**src/rtl/mc_control_fsm.sv**
```systemverilog
// Multi-cycle control unit: sequences fetch/decode/execute/memory/writeback, owns the memory handshake,
// counts retired instructions and traps. Optional macro OVERFLOW_TRAP_EN enables signed-overflow traps.
module mc_control_fsm #(
    parameter int TIMEOUT_CYCLES = 255,
    parameter int CNT_W          = 32
) (
    input  logic             clk,
    input  logic             rst_n,
    input  logic [5:0]       OPCode,
    input  logic [5:0]       funct,
    input  logic             zeroFlag,
    input  logic             overflow,
    input  logic             mem_ready,
    output logic             PCWE,
    output logic             IRWE,
    output logic             IorD,
    output logic             MemRE,
    output logic             MemWE,
    output logic             RegWE,
    output logic [1:0]       RegDst,
    output logic             memToReg,
    output logic             ALUsrcA,
    output logic [1:0]       ALUsrcB,
    output logic [2:0]       ALUcntrl,
    output logic [1:0]       PCsrc,
    output logic [3:0]       state,
    output logic             trap,
    output logic [1:0]       trap_cause,
    output logic [CNT_W-1:0] retired
);

    typedef enum logic [3:0] {
        S_FETCH    = 4'd0,
        S_DECODE   = 4'd1,
        S_EXEC_R   = 4'd2,
        S_EXEC_I   = 4'd3,
        S_MEM_ADDR = 4'd4,
        S_MEM_RD   = 4'd5,
        S_MEM_WB   = 4'd6,
        S_MEM_WR   = 4'd7,
        S_BRANCH   = 4'd8,
        S_JUMP     = 4'd9,
        S_WB_ALU   = 4'd10,
        S_TRAP     = 4'd11
    } state_t;

    typedef struct packed {
        logic       isR;
        logic       isLw;
        logic       isBne;
        logic       isJal;
        logic       isJr;
        logic       ovfChk;
        logic [2:0] alu;
    } class_t;

    localparam logic [2:0] ALU_ADD = 3'b000;
    localparam logic [2:0] ALU_SUB = 3'b001;
    localparam logic [2:0] ALU_XOR = 3'b010;
    localparam logic [2:0] ALU_SLT = 3'b011;
    localparam logic [7:0] W_LAST  = 8'(TIMEOUT_CYCLES - 1);

    state_t           r_state;
    class_t           r_class;
    logic [7:0]       r_waitCnt;
    logic [CNT_W-1:0] r_retired;
    logic             r_trap;
    logic [1:0]       r_trapCause;
    logic             r_iorD, r_memRE, r_memWE, r_regWE, r_memToReg, r_aluA, r_pcwe;
    logic [1:0]       r_regDst, r_aluB, r_pcSrc;
    logic [2:0]       r_aluCtl;

    state_t     w_decTarget, w_next;
    class_t     w_decClass, w_class;
    logic [1:0] w_cause;
    logic       w_retire, w_memState, w_timeout, w_waitInc, w_branchTaken, w_ovfTrap;
    logic       w_iorD, w_memRE, w_memWE, w_regWE, w_memToReg, w_aluA, w_pcwe;
    logic [1:0] w_regDst, w_aluB, w_pcSrc;
    logic [2:0] w_aluCtl;

    // Instruction classification, used in DECODE and latched for the later states.
    always_comb begin
        w_decClass  = '0;
        w_decTarget = S_TRAP;
        case (OPCode)
            6'h00: begin
                w_decClass.isR = 1'b1;
                case (funct)
                    6'h20: begin w_decClass.alu = ALU_ADD; w_decClass.ovfChk = 1'b1; w_decTarget = S_EXEC_R; end
                    6'h22: begin w_decClass.alu = ALU_SUB; w_decClass.ovfChk = 1'b1; w_decTarget = S_EXEC_R; end
                    6'h2a: begin w_decClass.alu = ALU_SLT; w_decTarget = S_EXEC_R; end
                    6'h08: begin w_decClass.isJr = 1'b1; w_decTarget = S_JUMP; end
                    default: w_decTarget = S_TRAP;
                endcase
            end
            6'h23: begin w_decClass.isLw = 1'b1; w_decTarget = S_MEM_ADDR; end
            6'h2b: w_decTarget = S_MEM_ADDR;
            6'h04: w_decTarget = S_BRANCH;
            6'h05: begin w_decClass.isBne = 1'b1; w_decTarget = S_BRANCH; end
            6'h02: w_decTarget = S_JUMP;
            6'h03: begin w_decClass.isJal = 1'b1; w_decTarget = S_JUMP; end
            6'h08: begin w_decClass.alu = ALU_ADD; w_decClass.ovfChk = 1'b1; w_decTarget = S_EXEC_I; end
            6'h0e: begin w_decClass.alu = ALU_XOR; w_decTarget = S_EXEC_I; end
            default: w_decTarget = S_TRAP;
        endcase
    end

    assign w_class       = (r_state == S_DECODE) ? w_decClass : r_class;
    assign w_memState    = (r_state == S_FETCH) || (r_state == S_MEM_RD) || (r_state == S_MEM_WR);
    assign w_timeout     = w_memState && !mem_ready && (r_waitCnt == W_LAST);
    assign w_waitInc     = w_memState && !mem_ready && !w_timeout;
    assign w_branchTaken = (r_state == S_BRANCH) && (r_class.isBne ? !zeroFlag : zeroFlag);

`ifdef OVERFLOW_TRAP_EN
    assign w_ovfTrap = (r_state == S_WB_ALU) && r_class.ovfChk && overflow;
`else
    logic w_unusedOvf;
    assign w_unusedOvf = overflow & r_class.ovfChk;
    assign w_ovfTrap   = 1'b0;
`endif

    // Next-state, trap cause and retirement decisions.
    always_comb begin
        w_next   = r_state;
        w_cause  = r_trapCause;
        w_retire = 1'b0;
        case (r_state)
            S_FETCH: begin
                if (mem_ready)      w_next = S_DECODE;
                else if (w_timeout) begin w_next = S_TRAP; w_cause = 2'b11; end
            end
            S_DECODE: begin
                w_next = w_decTarget;
                if (w_decTarget == S_TRAP) w_cause = 2'b01;
            end
            S_EXEC_R, S_EXEC_I: w_next = S_WB_ALU;
            S_WB_ALU: begin
                if (w_ovfTrap) begin
                    w_next  = S_TRAP;
                    w_cause = 2'b10;
                end else begin
                    w_next   = S_FETCH;
                    w_retire = 1'b1;
                end
            end
            S_MEM_ADDR: w_next = r_class.isLw ? S_MEM_RD : S_MEM_WR;
            S_MEM_RD: begin
                if (mem_ready)      w_next = S_MEM_WB;
                else if (w_timeout) begin w_next = S_TRAP; w_cause = 2'b11; end
            end
            S_MEM_WB: begin w_next = S_FETCH; w_retire = 1'b1; end
            S_MEM_WR: begin
                if (mem_ready)      begin w_next = S_FETCH; w_retire = 1'b1; end
                else if (w_timeout) begin w_next = S_TRAP; w_cause = 2'b11; end
            end
            S_BRANCH, S_JUMP: begin w_next = S_FETCH; w_retire = 1'b1; end
            S_TRAP: w_next = S_TRAP;
            default: begin w_next = S_TRAP; w_cause = 2'b01; end
        endcase
    end

    // Moore decode of the state being entered, so the registered outputs line up with r_state.
    always_comb begin
        w_iorD     = 1'b0;
        w_memRE    = 1'b0;
        w_memWE    = 1'b0;
        w_regWE    = 1'b0;
        w_memToReg = 1'b0;
        w_aluA     = 1'b0;
        w_pcwe     = 1'b0;
        w_regDst   = 2'd0;
        w_aluB     = 2'd0;
        w_pcSrc    = 2'd0;
        w_aluCtl   = ALU_ADD;
        case (w_next)
            S_FETCH: begin w_memRE = 1'b1; w_aluB = 2'd1; end
            S_DECODE: w_aluB = 2'd2;
            S_EXEC_R: begin w_aluA = 1'b1; w_aluCtl = w_class.alu; end
            S_EXEC_I, S_MEM_ADDR: begin
                w_aluA   = 1'b1;
                w_aluB   = 2'd2;
                w_aluCtl = (w_next == S_EXEC_I) ? w_class.alu : ALU_ADD;
            end
            S_WB_ALU: begin
                w_regWE  = 1'b1;
                w_regDst = w_class.isR ? 2'd1 : 2'd0;
                w_aluA   = 1'b1;
                w_aluB   = w_class.isR ? 2'd0 : 2'd2;
                w_aluCtl = w_class.alu;
            end
            S_MEM_RD: begin w_memRE = 1'b1; w_iorD = 1'b1; end
            S_MEM_WB: begin w_regWE = 1'b1; w_memToReg = 1'b1; end
            S_MEM_WR: begin w_memWE = 1'b1; w_iorD = 1'b1; end
            S_BRANCH: begin w_aluA = 1'b1; w_aluCtl = ALU_SUB; w_pcSrc = 2'd1; end
            S_JUMP: begin
                w_pcwe  = 1'b1;
                w_pcSrc = w_class.isJr ? 2'd3 : 2'd2;
                if (w_class.isJal) begin
                    w_regWE  = 1'b1;
                    w_regDst = 2'd2;
                end
            end
            default: w_aluCtl = ALU_ADD;
        endcase
    end

    // Output flops reset to the FETCH decode; rst_n gating below forces everything to 0 while in reset.
    always_ff @(posedge clk or negedge rst_n) begin
        if (!rst_n) begin
            r_state     <= S_FETCH;
            r_class     <= '0;
            r_waitCnt   <= 8'd0;
            r_retired   <= '0;
            r_trap      <= 1'b0;
            r_trapCause <= 2'b00;
            r_iorD      <= 1'b0;
            r_memRE     <= 1'b1;
            r_memWE     <= 1'b0;
            r_regWE     <= 1'b0;
            r_memToReg  <= 1'b0;
            r_aluA      <= 1'b0;
            r_pcwe      <= 1'b0;
            r_regDst    <= 2'd0;
            r_aluB      <= 2'd1;
            r_pcSrc     <= 2'd0;
            r_aluCtl    <= ALU_ADD;
        end else begin
            r_state     <= w_next;
            if (r_state == S_DECODE) r_class <= w_decClass;
            r_waitCnt   <= w_waitInc ? r_waitCnt + 8'd1 : 8'd0;
            if (w_retire) r_retired <= r_retired + CNT_W'(1);
            r_trap      <= (w_next == S_TRAP);
            r_trapCause <= w_cause;
            r_iorD      <= w_iorD;
            r_memRE     <= w_memRE;
            r_memWE     <= w_memWE;
            r_regWE     <= w_regWE;
            r_memToReg  <= w_memToReg;
            r_aluA      <= w_aluA;
            r_pcwe      <= w_pcwe;
            r_regDst    <= w_regDst;
            r_aluB      <= w_aluB;
            r_pcSrc     <= w_pcSrc;
            r_aluCtl    <= w_aluCtl;
        end
    end

    assign PCWE       = rst_n & (((r_state == S_FETCH) & mem_ready) | r_pcwe | w_branchTaken);
    assign IRWE       = rst_n & (r_state == S_FETCH) & mem_ready;
    assign IorD       = rst_n & r_iorD;
    assign MemRE      = rst_n & r_memRE;
    assign MemWE      = rst_n & r_memWE;
    assign RegWE      = rst_n & r_regWE & !w_ovfTrap;
    assign RegDst     = {2{rst_n}} & r_regDst;
    assign memToReg   = rst_n & r_memToReg;
    assign ALUsrcA    = rst_n & r_aluA;
    assign ALUsrcB    = {2{rst_n}} & r_aluB;
    assign ALUcntrl   = {3{rst_n}} & r_aluCtl;
    assign PCsrc      = {2{rst_n}} & r_pcSrc;
    assign state      = r_state;
    assign trap       = r_trap;
    assign trap_cause = r_trapCause;
    assign retired    = r_retired;

endmodule
```
**config.mk**
```make
export PLATFORM = sky130hd
export DESIGN_NAME = mc_control_fsm
export DESIGN_NICKNAME = d
export VERILOG_FILES = /design/src/rtl/mc_control_fsm.sv
export SDC_FILE = /design/constraint.sdc
export NUM_CORES = 1
export LEC_CHECK = 0
export CORE_UTILIZATION = 55
export DETAILED_ROUTE_END_ITERATION = 8
export HOLD_SLACK_MARGIN = 0.02
export PLACE_DENSITY_LB_ADDON = 0.25
export SLEW_MARGIN = 25
export SYNTH_ARGS = -nofsm -noshare
export SYNTH_HDL_FRONTEND = slang
export SYNTH_SLANG_ARGS = --single-unit
```
**constraint.sdc**
```tcl
create_clock -name clk -period 3.72 [get_ports clk]
set_input_delay 0.372 -clock clk [delete_from_list [all_inputs] [get_ports clk]]
set_output_delay 0.372 -clock clk [all_outputs]
set_load 0.01 [all_outputs]
```
# Yosys cells after proc, flatten, opt, wreduce, memory -nomap -nowiden
# Index checks and enable logic that the tools add are counted.
# word_totals
regBits,72
latch_bits,0
mem_bits_rw,0
romBits,0
input_bits,17
elab_cells,155
memories,0
# classes
add_sub_neg,2
n_mul,0
div_mod_pow,0
order_cmp,0
eq_ne,39
shifts,0
muxes,44
n_bitwise,17
reduce_logical,30
# ops
cell,n
$eq 4x4->1 const B,9
$add 32x1->32 const B,1
$eq 4x3->1 const B,8
$eq 6x6->1 const B,5
$pmux 4 s7,1
$reduce_or 2->1,11
$pmux 4 s5,1
$eq 6x4->1 const B,3
$mux 1,18
$eq 4x2->1 const B,4
$mux 4,4
$eq 6x2->1 const B,2
$eq 6x3->1 const B,2
$mux 2,6
$pmux 2 s2,3
$pmux 2 s3,2
$and 1x1->1,10
$mux 9,1
$pmux 3 s3,1
$reduce_or 3->1,3
$add 8x1->8 const B,1
$eq 4x1->1 const B,2
$eq 8x8->1 const B,1
$logic_not 4->1,2
19 further kinds,31

# Depth between registers and ports, before layout
# Gate-level depths: netlist of the first run.
# depth
depth_word,11
mapped_depth,8

# Least setup slack after synthesis of the first run
# Ideal clock, no wire load.
# synth_path
kind,input -> register
startpoint,input funct[2]
endpoint,register r_aluA
setup_time_ns,0.118
arrival_ns,1.923
required_time_ns,3.602
path_slack_ns,1.679
path_stages,5
n_path_buf,0
path_cell_list,or3_4 -> o311a_4 -> o31a_1 -> a211o_1 -> a21o_1
# synth_via
elab_chain_len,8
word_cells_on_any_way,15
# synth_lines
element,line_no,text
"start, declared",10,"input logic [5:0] funct,"
$eq 6x6->1,88,case (funct)
$reduce_or 3->1 (no source line),--,
$pmux 4 s2 *,88,
$pmux 4 s5 *,85,case (OPCode)
$pmux 4 s7 *,127,case (r_state)
"$eq 4x2->1, or another cell as far along",175,case (w_next)
$reduce_or 5->1 (no source line) *,--,
$mux 1 *,175,
via w_aluA,77,"logic w_iorD, w_memRE, w_memWE, w_regWE, w_memToReg, w_aluA, w_pcwe;"
"end signal, assigned",239,r_aluA <= w_aluA;
"end, declared",69,"logic r_iorD, r_memRE, r_memWE, r_regWE, r_memToReg, r_aluA, r_pcwe;"
# The timed path passes the listed nets; every way through them passes the cells marked *.
# A chain may end at the register's enable or synchronous reset.

# Final worst setup path of the first run
# layout_path
startpoint,"register r_state[3], in the netlist state[3]"
endpoint,output PCWE
# layout_via
elab_chain_len,5
word_cells_on_any_way,7
# layout_lines
element,line_no,text
"start, declared",63,state_t r_state;
"start signal, assigned",228,r_state <= w_next;
$logic_not 4->1,248,assign PCWE = rst_n & (((r_state == S_FETCH) & mem_ready) | r_pcwe | w_branchTaken);
$and 1x1->1,248,
$or 1x1->1,248,
$or 1x1->1 *,248,
$and 1x1->1 *,248,
"end, declared",14,"output logic PCWE,"
# Every way passes the cells marked *; elsewhere a longest branch is shown, timed or not.

==> PnR_summary.wiki, run 1 <==
{| class="wikitable"
! Metric !! Value
|-
| MaxCap Viol Count || 0
|-
| Top cells by area, synth || dfrtp_1, xnor2_1, xor2_1
|-
| Setup violators final || 0
|-
| Most frequent cells in the layout || clkdlybuf4s50_1, dfrtp_1, nor2_1
|-
| Worst Max-Slew Pin Slew || 0.734 ns
|-
| Total vias in the final route || 2,865
|-
| Row count || 28
|-
| Root buffer cell || clkbuf_8
|-
| Finished Layout Cells || approximately 500
|-
| Peak supply drop || around 0.00021 V
|-
| Crit path DAT || ~2.3 ns
|-
| Highest routing layer actually used || met4
|-
| Layout net count || between 400 and 500
|-
| Drt total wl || 7330 µm
|-
| Antenna Cells || 0
|-
| Total global routing overflow || 0
|-
| TritonCTS buffer count || 9
|-
| Power per Cell Area || 292 nW/µm²
|-
| Flop-to-flop setup slack || roughly 1.3 ns
|-
| Startpoint types || flop
|-
| Max Clk Rate || 371 MHz
|-
| Final hold violation count || 0
|-
| Source-to-sink clock delay at the later pin of the worst-skew pair || 0.34 ns
|-
| Number of flops mapped to enable cells by yosys || 0
|-
| Count of pins over their slew limit || 0
|-
| Met1 routed wirelength after detailed routing || 3580 µm
|-
| Via-to-Cell Ratio || 5.63
|-
| Final core area utilization || 0.735
|-
| Routed met2 length || 3360 µm
|-
| Register-to-Register Path Depth || 7
|-
| Growth of design area from synthesis to finish || 25.8%
|-
| Number of buffers on the longest clock path || 2
|-
| Synthesized netlist cell count || around 360
|-
| Headroom to the max-slew limit || 0.511
|-
| Maximum number of pins on one net before global-route repair || 60
|-
| Register Area || about 1700 µm²
|-
| FILL cells || 464
|-
| Most common cell after layout, fill and taps aside || clkdlybuf4s50_1
|-
| Fraction of power spent switching nets || 0.231
|-
| Hold-fix buffers, CTS || 0
|-
| Register bit count reported by yosys || 69
|-
| Internal power contribution || 0.00101 W
|-
| Relative contribution of combinational cells to total power || 0.046
|-
| Post-CTS setup buffers || 0
|-
| Synth area leader || dfrtp_1
|-
| Least setup slack across all paths after layout || a little over 1 ns
|-
| Part of the Yosys area used for sequential elements || 0.485
|-
| Relative contribution of the clock network to total power || 0.382
|-
| Number of buffers inserted by port buffering || between 70 and 80
|-
| Area occupied by multi-input gates || ~1700 µm²
|-
| Layout Skew || 0.00994 ns
|-
| Die Height || 82.5 µm
|-
| Leakage power summed over all cells || a little under 2 nW
|-
| Sequential share of power || 0.572
|-
| YS warnings || 0
|-
| Post-detailed-placement half-perimeter wirelength || around 5300 µm
|-
| RSZ-0062 raised after global routing || false
|-
| Run status || completed
|-
| Pre-CTS setup slack || ~1.1 ns
|-
| Number of distinct library cells after synthesis || 67
|-
| Total DRC errors in the routed layout || 0
|-
| CP Class || flop to output pin
|-
| Number of cells in the design after placement || 494
|-
| Per-cell routed wire length || ~14 µm
|-
| Wire length of the first global-routing pass || 12,100 µm
|-
| Die span in x || 82.5 µm
|-
| Net switching power || between 0.0003 and 0.0004 W
|-
| Drt first pass iters || 4
|-
| Vias in the first global route || 2,618
|-
| Kind of path behind the tightest hold check || input port to async pin
|-
| Area of the die || 6810 µm²
|-
| Main synth FF type || dfrtp_1
|-
| Core Footprint || about 6100 µm²
|-
| Endpoint kind of the worst setup timing path || output pin
|-
| H-Tree Level Count || 3
|-
| Weighted congestion reported at the end of routability-driven placement || 0.858
|-
| Cell Area, Synth || 3560 µm²
|-
| Number of top-level pins || 73
|-
| Top-area cell type share of the netlist area || 0.470
|-
| Critical register-to-register path endpoint || r_pcSrc[0]
|-
| Remaining antenna violation count || 0
|-
| Sum of negative setup slack || 0 ns
|-
| CP Data Required Time || 3.35 ns
|-
| CTS resizes || 0
|-
| CTS tree || yes
|-
| Number of DRC markers in iteration 0 || 149
|-
| Clk sink count || 69
|-
| Effective utilization at floorplan || 0.585
|-
| Total met3 wirelength after detailed routing || 292 µm
|-
| Share of the clock period used by the worst path || 0.724
|-
| Number of antenna violations at the first check in global routing || 0
|-
| Async set-or-reset flop fraction in the synthesized netlist || 1.00
|-
| Ratio of cells with drive above 1 in the final layout || 0.0853
|-
| Fin crit period || between 2 and 3 ns
|-
| Crit Path Max Fanout || 18
|-
| Mean area per synthesized cell || 9.99 µm²
|-
| Total GRT Usage || 0.240
|-
| Net Count, Synth || 377
|-
| Worst reg2reg startpoint || state[3]
|-
| Clock transition at path regs || 0.07 ns
|}
[per-stage QoR]
| stage | instance area, µm² | total power [W] | hold slack, ns |
|---|---|---|---|
| 2_1_floorplan | 3560 | 0.000787 | 0.0764 |
| 4_1_cts | 4480 | 0.00132 | 0.0623 |
| 3_5_place_dp | 4330 | 0.000825 | 0.425 |
| 5_1_grt | 4480 | 0.00137 | 0.102 |
| 3_3_place_gp | 4330 | 0.000824 | 0.424 |
| 6_report | 4480 | 0.00131 | 0.0449 |
[area by class of cell]
class	count	area share
clock inverters	5	0.00642
clock buffers	10	0.0285
repair buffers	72	0.160
inverters	17	0.0142
well taps	75	0.0209
multi-input cells	261	0.385
flip-flops and latches	69	0.386
[cell usage after synthesis (5+ instances only)]
cell      number
xor2_1        19
nor2_1        40
o21ai_0        8
inv_1         16
nand2b_1       5
nor2b_1        6
nand4_1       15
and4_1         7
xnor2_1       19
nand3_1       17
clkbuf_1       7
nor3_1        12
and2_1        16
dfrtp_1       67
nand2_1       27
[critical path: stages, from the launching register on]
cell and delay [ns]:
dfrtp_1 0.59, nor4_1 0.45, and3_1 0.26, nand2b_1 0.13
clkdlybuf4s50_1 0.54
[power by group through the flow]
stage	Clock, W	Sequential (W)	Combinational, W
after global placement	0	0.000764	0.0000598
after floorplan	0	0.000765	0.0000225
after detailed placement	0	0.000764	0.0000608
final	0.000500	0.000750	0.0000603
after global routing	0.000549	0.000750	0.0000682
after CTS	0.000511	0.000750	0.0000612
[metal layers]
layer  global-route usage  vias up
li1                     -     1412
met1                0.340     1381
met2                0.364       64
met3               0.0560        8
met4               0.0741        0
met5                    0        -
[worst max-delay path by stage]
stage,from,endpoint,depth (start not counted)
finish,state[3],PCWE,4
global route,state[3],PCWE,4
CTS,state[3],PCWE,4
detailed placement,funct[2],r_pcSrc[0],8
global placement,OPCode[0],r_aluCtl[2],6
floorplan,funct[2],r_aluA,5
[cells by family (layout without fill, tap and decap cells)]
logic type / Yosys count / after routing / share of synthesized area
XOR/XNOR: 38 / 38 / 0.0934
AO/OA/AOI/OAI: 49 / 49 / 0.117
multiplexers: 1 / 1 / 0.00316
buffers and inverters: 27 / 104 / 0.0312
flip-flops: 69 / 69 / 0.485
adder cells (fa/ha/maj): 3 / 3 / 0.0105
AND/OR/NAND/NOR: 170 / 170 / 0.259
[sequential cells by signal, indices dropped and copies added (netlist names), 2 cells and up]
register and count:
state 4, r_aluCtl 3, trap_cause 2, r_regDst 2, r_pcSrc 2, r_waitCnt 8
r_aluB 2, retired 32, r_class 6
No activity file was read; power rests on OpenSTA's default activity.
==> run 2, diff against run 1 <==
- CORE_UTILIZATION: 55 -> 51
- clock period: 3.72 -> 2.7 ns (I/O delays scaled with it)
==> PnR_summary.wiki, run 2 (same netlist as run 1, synthesis figures left out) <==
{| class="wikitable"
! Metric !! Value
|-
| Number of cells in the design after placement || 510 (was 494)
|-
| Share of the clock period used by the worst path || 0.930
|-
| Per-cell routed wire length || 14.6 µm (was 14.4 µm)
|-
| Largest register FFs || 32 (unchanged)
|-
| MaxCap Viol Count || 0 (unchanged)
|-
| Max Clk Rate || 398 MHz
|-
| Number of buffers on the longest clock path || 2 (unchanged)
|-
| Startpoint types || flop (unchanged)
|-
| Setup violators final || 0 (unchanged)
|-
| Layout net count || 462 (was 450)
|-
| Total vias in the final route || 2,938 (was 2,865)
|-
| Source-to-sink clock delay at the later pin of the worst-skew pair || 0.35 ns (was 0.34 ns)
|-
| Number of top-level pins || 73 (unchanged)
|-
| Total GRT Usage || 0.234 (was 0.240)
|-
| Clock transition at path regs || 0.07 ns (about the same)
|-
| Sum of negative setup slack || 0 ns (unchanged)
|-
| Number of antenna violations at the first check in global routing || 0 (unchanged)
|-
| RSZ-0062 raised after global routing || false (unchanged)
|-
| H-Tree Level Count || 3 (unchanged)
|-
| Drt total wl || 7670 µm (was 7330 µm)
|-
| Cells traversed along the worst timing path || nor4_2 -> and3_1 -> nand2b_1 -> clkdlybuf4s50_1 (was nor4_1 -> and3_1 -> nand2b_1 -> clkdlybuf4s50_1)
|-
| Crit path DAT || 2.24 ns (was 2.32 ns)
|-
| Run status || complete, but fails checks (was completed)
|-
| Fin crit period || 2.51 ns
|-
| Finished Layout Cells || 527 (was 509)
|-
| Maximum number of pins on one net before global-route repair || 40 (was 60)
|-
| Via-to-Cell Ratio || 5.57 (was 5.63)
|-
| Weighted congestion reported at the end of routability-driven placement || 0.876 (was 0.858)
|-
| Crit Path Max Fanout || 16 (was 18)
|-
| Max stage delay on crit path || 0.55 ns (was 0.59 ns)
|-
| Most common cell after layout, fill and taps aside || clkdlybuf4s50_1 (unchanged)
|-
| Layout Skew || 0.00851 ns (was 0.00994 ns)
|-
| Remaining antenna violation count || 0 (unchanged)
|-
| Die span in x || 85.6 µm (was 82.5 µm)
|-
| Number of DRC markers in iteration 0 || 131 (was 149)
|-
| Growth of design area from synthesis to finish || 28.9% (was 25.8%)
|-
| Root buffer cell || clkbuf_8 (unchanged)
|-
| Wire length of the first global-routing pass || 13,400 µm (was 12,100 µm)
|-
| Final hold violation count || 0 (unchanged)
|-
| Antenna Cells || 0 (unchanged)
|-
| Power per Cell Area || 397 nW/µm² (was 292 nW/µm²)
|-
| Headroom to the max-slew limit || 0.651 (was 0.511)
|-
| Area of the die || 7330 µm² (was 6810 µm²)
|-
| Final core area utilization || 0.680 (was 0.735)
|-
| Number of buffers inserted by port buffering || 71 (unchanged)
|-
| Failing checks || DRC
|-
| Peak supply drop || 0.000221 V (was 0.000212 V)
|-
| Leakage power summed over all cells || 2.00 nW (was 1.94 nW)
|-
| Row count || 30 (was 28)
|-
| TritonCTS buffer count || 9 (unchanged)
|-
| Post-CTS setup buffers || 0 (unchanged)
|-
| Core Footprint || 6760 µm² (was 6100 µm²)
|-
| CP Data Required Time || 2.43 ns (was 3.35 ns)
|-
| Clk sink count || 69 (unchanged)
|-
| CTS tree || yes (unchanged)
|-
| Worst Max-Slew Pin Slew || 0.521 ns (was 0.734 ns)
|-
| Library cell contributing the largest single delay on the critical path || dfrtp_1 (unchanged)
|-
| Kind of path behind the tightest hold check || input port to async pin (unchanged)
|-
| Vias in the first global route || 2,883 (was 2,618)
|-
| Ratio of cells with drive above 1 in the final layout || 0.112 (was 0.0853)
|-
| CP Class || flop to output pin (unchanged)
|-
| Post-detailed-placement half-perimeter wirelength || 5650 µm (was 5310 µm)
|-
| Total global routing overflow || 0 (unchanged)
|-
| Most frequent cells in the layout || clkdlybuf4s50_1, dfrtp_1, nor2_1 (unchanged)
|-
| Drt first pass iters || 6 (was 4)
|-
| Count of pins over their slew limit || 0 (unchanged)
|-
| Endpoint kind of the worst setup timing path || output pin (unchanged)
|-
| Worst hold slack after final layout || 0.375 ns (was 0.0449 ns)
|-
| Effective utilization at floorplan || 0.528 (was 0.585)
|-
| Die Height || 85.6 µm (was 82.5 µm)
|-
| Total DRC errors in the routed layout || 1 (was 0)
|}
-- run 2: report_power, final --
part | switching (W) | leakage (nW) | internal (W) | total (W)
clock | 0.000372 | 0.0868 | 0.000328 | 0.000700
combinational | 0.0000528 | 1.04 | 0.0000372 | 0.0000900
sequential | 0.0000000533 | 0.877 | 0.00103 | 0.00103
-- run 2: cell type report --
cell class | instances | area (µm²)
multi-input combinational | 261 | 1730
fill | 530 | 2160
tap | 80 | 100
inverter | 17 | 63.8
clock buffer | 11 | 131
sequential | 69 | 1730
timing repair buffer | 84 | 808
clock inverter | 5 | 28.8
-- run 2: worst paths after layout --
check | from | to | slack (ns) | cells after the start
setup / recovery | state[0] | PCWE | 0.19 | 4
hold / removal | rst_n | r_aluB[1] | 0.38 | 2
setup reg to reg | state[3] | r_aluB[0] | 0.41 | 7
hold reg to reg | retired[31] | retired[31] | 0.48 | 1
max in group asynchronous | rst_n | r_memRE | 1.50 | 3
min in group clk | retired[31] | retired[31] | 0.48 | 1
-- run 2: worst max-delay path, delay by kind of cell (launching register included) --
family,cells,cell delay (ns)
DFF,1,0.55
buffers and inverters,1,0.54
and+or+nand+nor,3,0.80
-- run 2: layer usage --
layer,track usage,share of wire,up-vias
li1,-,-,1428
met1,0.308,0.46,1433
met4,0.105,0.016,0
met5,0,0,-
met3,0.0443,0.040,9
met2,0.380,0.49,68
-- run 2: timing repair --
| action | in CTS | in global routing |
|---|---|---|
| setup endpoints to repair | 0 | 1 |
| hold buffers | 1 | 0 |
| hold endpoints to repair | 18 | 0 |
| resized for setup | 0 | 2 |
-- run 2: per-stage QoR --
step | setup WS (ns) | instance area (µm²) | total power (W)
CTS | 0.112 | 4590 | 0.00184
detailed placement | 0.236 | 4420 | 0.00114
global placement | 0.245 | 4420 | 0.00114
floorplan | 0.761 | 3560 | 0.00108
finish | 0.188 | 4590 | 0.00182
global route | 0.0436 | 4590 | 0.00190
==> run 3, diff against run 2 <==
- CORE_UTILIZATION: 51 -> 60
- DONT_BUFFER_PORTS: not set -> 1
- SETUP_SLACK_MARGIN: not set -> 0.5
- SLEW_MARGIN: 25 -> 20
==> PnR_summary.wiki, run 3 (same netlist as run 1, synthesis figures left out) <==
{| class="wikitable"
! Metric !! Value
|-
| Run status || completed (was complete, but fails checks)
|-
| Fraction of power spent switching nets || 0.210 (was 0.233)
|-
| RSZ-0062 raised after global routing || true (was false)
|-
| Peak supply drop || 0.000324 V (was 0.000221 V)
|-
| Sum of negative setup slack || 0 ns (unchanged)
|-
| Source-to-sink clock delay at the later pin of the worst-skew pair || 0.34 ns (was 0.35 ns)
|-
| Number of antenna violations at the first check in global routing || 0 (unchanged)
|-
| Max Clk Rate || 469 MHz (was 398 MHz)
|-
| Net switching power || 0.000399 W (was 0.000425 W)
|-
| CP Class || flop to flop (was flop to output pin)
|-
| Setup violators final || 0 (unchanged)
|-
| Relative contribution of the clock network to total power || 0.426 (was 0.384)
|-
| Total DRC errors in the routed layout || 0 (was 1)
|-
| Weighted congestion reported at the end of routability-driven placement || 0.837 (was 0.876)
|-
| Global-route track usage on met3 || 0.0701 (was 0.0443)
|-
| Layout net count || 394 (was 462)
|-
| Clock transition at path regs || 0.07 ns (about the same)
|-
| Total GRT Usage || 0.259 (was 0.234)
|-
| Die Height || 79.1 µm (was 85.6 µm)
|-
| Wire length of the first global-routing pass || 12,200 µm (was 13,400 µm)
|-
| Ratio of cells with drive above 1 in the final layout || 0.148 (was 0.112)
|-
| Growth of design area from synthesis to finish || 11.9% (was 28.9%)
|-
| WHS Endpoint || r_class[6]
|-
| CP Data Required Time || 2.97 ns (was 2.43 ns)
|-
| Register Area || 1730 µm² (about the same)
|-
| FILL cells || 433 (was 530)
|-
| Flop-to-flop setup slack || 0.57 ns (was 0.41 ns)
|-
| Post-Place Cell Area || 3660 µm² (was 4420 µm²)
|-
| Most crowded layer after global routing || met2 (unchanged)
|-
| Headroom to the max-slew limit || 0.667 (was 0.651)
|-
| Worst Max-Slew Pin Slew || 0.496 ns (was 0.521 ns)
|-
| Most frequent cells in the layout || dfrtp_1, nor2_1, nand2_1 (was clkdlybuf4s50_1, dfrtp_1, nor2_1)
|-
| Power per Cell Area || 476 nW/µm² (was 397 nW/µm²)
|-
| Final hold violation count || 0 (unchanged)
|-
| Register-to-Register Path Depth || 6 (was 7)
|-
| Drt total wl || 7430 µm (was 7670 µm)
|-
| Startpoint of the tightest hold check path || OPCode[0]
|-
| Number of buffers on the longest clock path || 2 (unchanged)
|-
| Row count || 27 (was 30)
|-
| Post-detailed-placement half-perimeter wirelength || 5200 µm (was 5650 µm)
|-
| Endpoint kind of the worst setup timing path || flop (was output pin)
|-
| Crit path DAT || 2.41 ns (was 2.24 ns)
|-
| TritonCTS buffer count || 9 (unchanged)
|-
| Area occupied by multi-input gates || 1750 µm² (was 1730 µm²)
|-
| Count of pins over their slew limit || 0 (unchanged)
|-
| Hold-critical path depth || 2
|-
| Die span in x || 79.1 µm (was 85.6 µm)
|-
| Sequential share of power || 0.545 (was 0.567)
|-
| Number of DRC markers in iteration 0 || 154 (was 131)
|-
| Total global routing overflow || 0 (unchanged)
|-
| Number of top-level pins || 73 (unchanged)
|-
| Worst reg2reg startpoint || state[3] (unchanged)
|-
| Area of the die || 6250 µm² (was 7330 µm²)
|-
| Met2 GRT Util || 0.382 (was 0.380)
|-
| Drt first pass iters || 4 (was 6)
|-
| Antenna Cells || 0 (unchanged)
|-
| Finished Layout Cells || 450 (was 527)
|-
| Leakage power summed over all cells || 1.77 nW (was 2.00 nW)
|-
| MaxCap Viol Count || 0 (unchanged)
|-
| H-Tree Level Count || 3 (unchanged)
|-
| Number of buffers inserted by port buffering || 0 (was 71)
|-
| Per-cell routed wire length || 16.5 µm (was 14.6 µm)
|-
| Met1 capacity usage during global routing || 0.355 (was 0.308)
|-
| Critical register-to-register path endpoint || r_class[7] (was r_aluB[0])
|-
| Remaining antenna violation count || 0 (unchanged)
|-
| Clk sink count || 69 (unchanged)
|-
| Final instance area || 3990 µm² (was 4590 µm²)
|-
| Kind of path behind the tightest hold check || input port to flop (was input port to async pin)
|-
| Startpoint types || flop (unchanged)
|-
| Vias in the first global route || 2,518 (was 2,883)
|-
| Total vias in the final route || 2,697 (was 2,938)
|-
| Core Footprint || 5610 µm² (was 6760 µm²)
|-
| Most common cell after layout, fill and taps aside || dfrtp_1 (was clkdlybuf4s50_1)
|-
| CTS tree || yes (unchanged)
|-
| Root buffer cell || clkbuf_8 (unchanged)
|-
| Relative contribution of combinational cells to total power || 0.028 (was 0.049)
|-
| Maximum number of pins on one net before global-route repair || 70 (was 40)
|-
| Share of the clock period used by the worst path || 0.790 (was 0.930)
|-
| Layout Skew || 0.00906 ns (was 0.00851 ns)
|-
| Number of cells in the design after placement || 426 (was 510)
|-
| Via-to-Cell Ratio || 5.99 (was 5.57)
|-
| Effective utilization at floorplan || 0.636 (was 0.528)
|-
| Internal power contribution || 0.00150 W (was 0.00140 W)
|-
| Fin crit period || 2.13 ns (was 2.51 ns)
|-
| Crit Path Max Fanout || 10 (was 16)
|-
| Largest register FFs || 32 (unchanged)
|}
run 3: final cells by class:
class                   count  area share
clock buffers              11      0.0355
clock inverters             4      0.0122
inverters                  17      0.0160
multi-input cells         261       0.439
flip-flops and latches     69       0.435
well taps                  72      0.0226
repair buffers             16      0.0402
run 3: per-stage QoR:
| step | worst slack, ns | hold slack [ns] | util | total power [W] |
|---|---|---|---|---|
| finish | 0.566 | 0.0857 | 0.711 | 0.00190 |
| global route | 0.478 | 0.0824 | 0.711 | 0.00196 |
| CTS | 0.501 | 0.0614 | 0.697 | 0.00192 |
| detailed placement | 0.456 | -0.0243 | 0.653 | 0.00108 |
| global placement | 0.510 | -0.0241 | 0.653 | 0.00108 |
| floorplan | 0.761 | -0.0256 | - | 0.00108 |
run 3: worst max path at each step:
stage / from / end / slack (ns) / cells past startpoint
floorplan: funct[2] / r_aluA / 0.76 / 5
global placement: state[3] / r_pcSrc[0] / 0.51 / 7
detailed placement: state[3] / r_pcSrc[0] / 0.46 / 7
CTS: state[2] / r_pcSrc[0] / 0.50 / 7
global route: state[3] / r_class[7] / 0.48 / 6
finish: state[3] / r_class[7] / 0.57 / 6
run 3: layer usage:
metal	share of wire	routed length [µm]
met5	0	0
met4	0.019	143
met3	0.052	386
met2	0.46	3430
met1	0.47	3470
run 3: worst max-delay path, cell delays in order (launching register included):
cell and delay (ns):
dfrtp_2 0.48, buf_12 0.15, nor3_1 0.20, nand2_1 0.10, buf_4 0.18, o41ai_1 0.33, dlygate4sd3_1 0.62
run 3: power groups by stage:
stage,registers (W),logic (W),clock network (W)
final,0.00103,0.0000539,0.000809
after floorplan,0.00105,0.0000310,0
after detailed placement,0.00105,0.0000271,0
after global routing,0.00103,0.0000605,0.000863
after global placement,0.00105,0.0000263,0
after CTS,0.00103,0.0000546,0.000827
run 3: what timing repair did:
item / 4_1_cts / 5_1_grt
hold buffers: 4 / 0
endpoints found under the hold margin: 70 / 0
gates resized for setup: 2 / 6
setup endpoints to repair: 4 / 17
buffers inserted: 0 / 5
pin swaps: 0 / 1
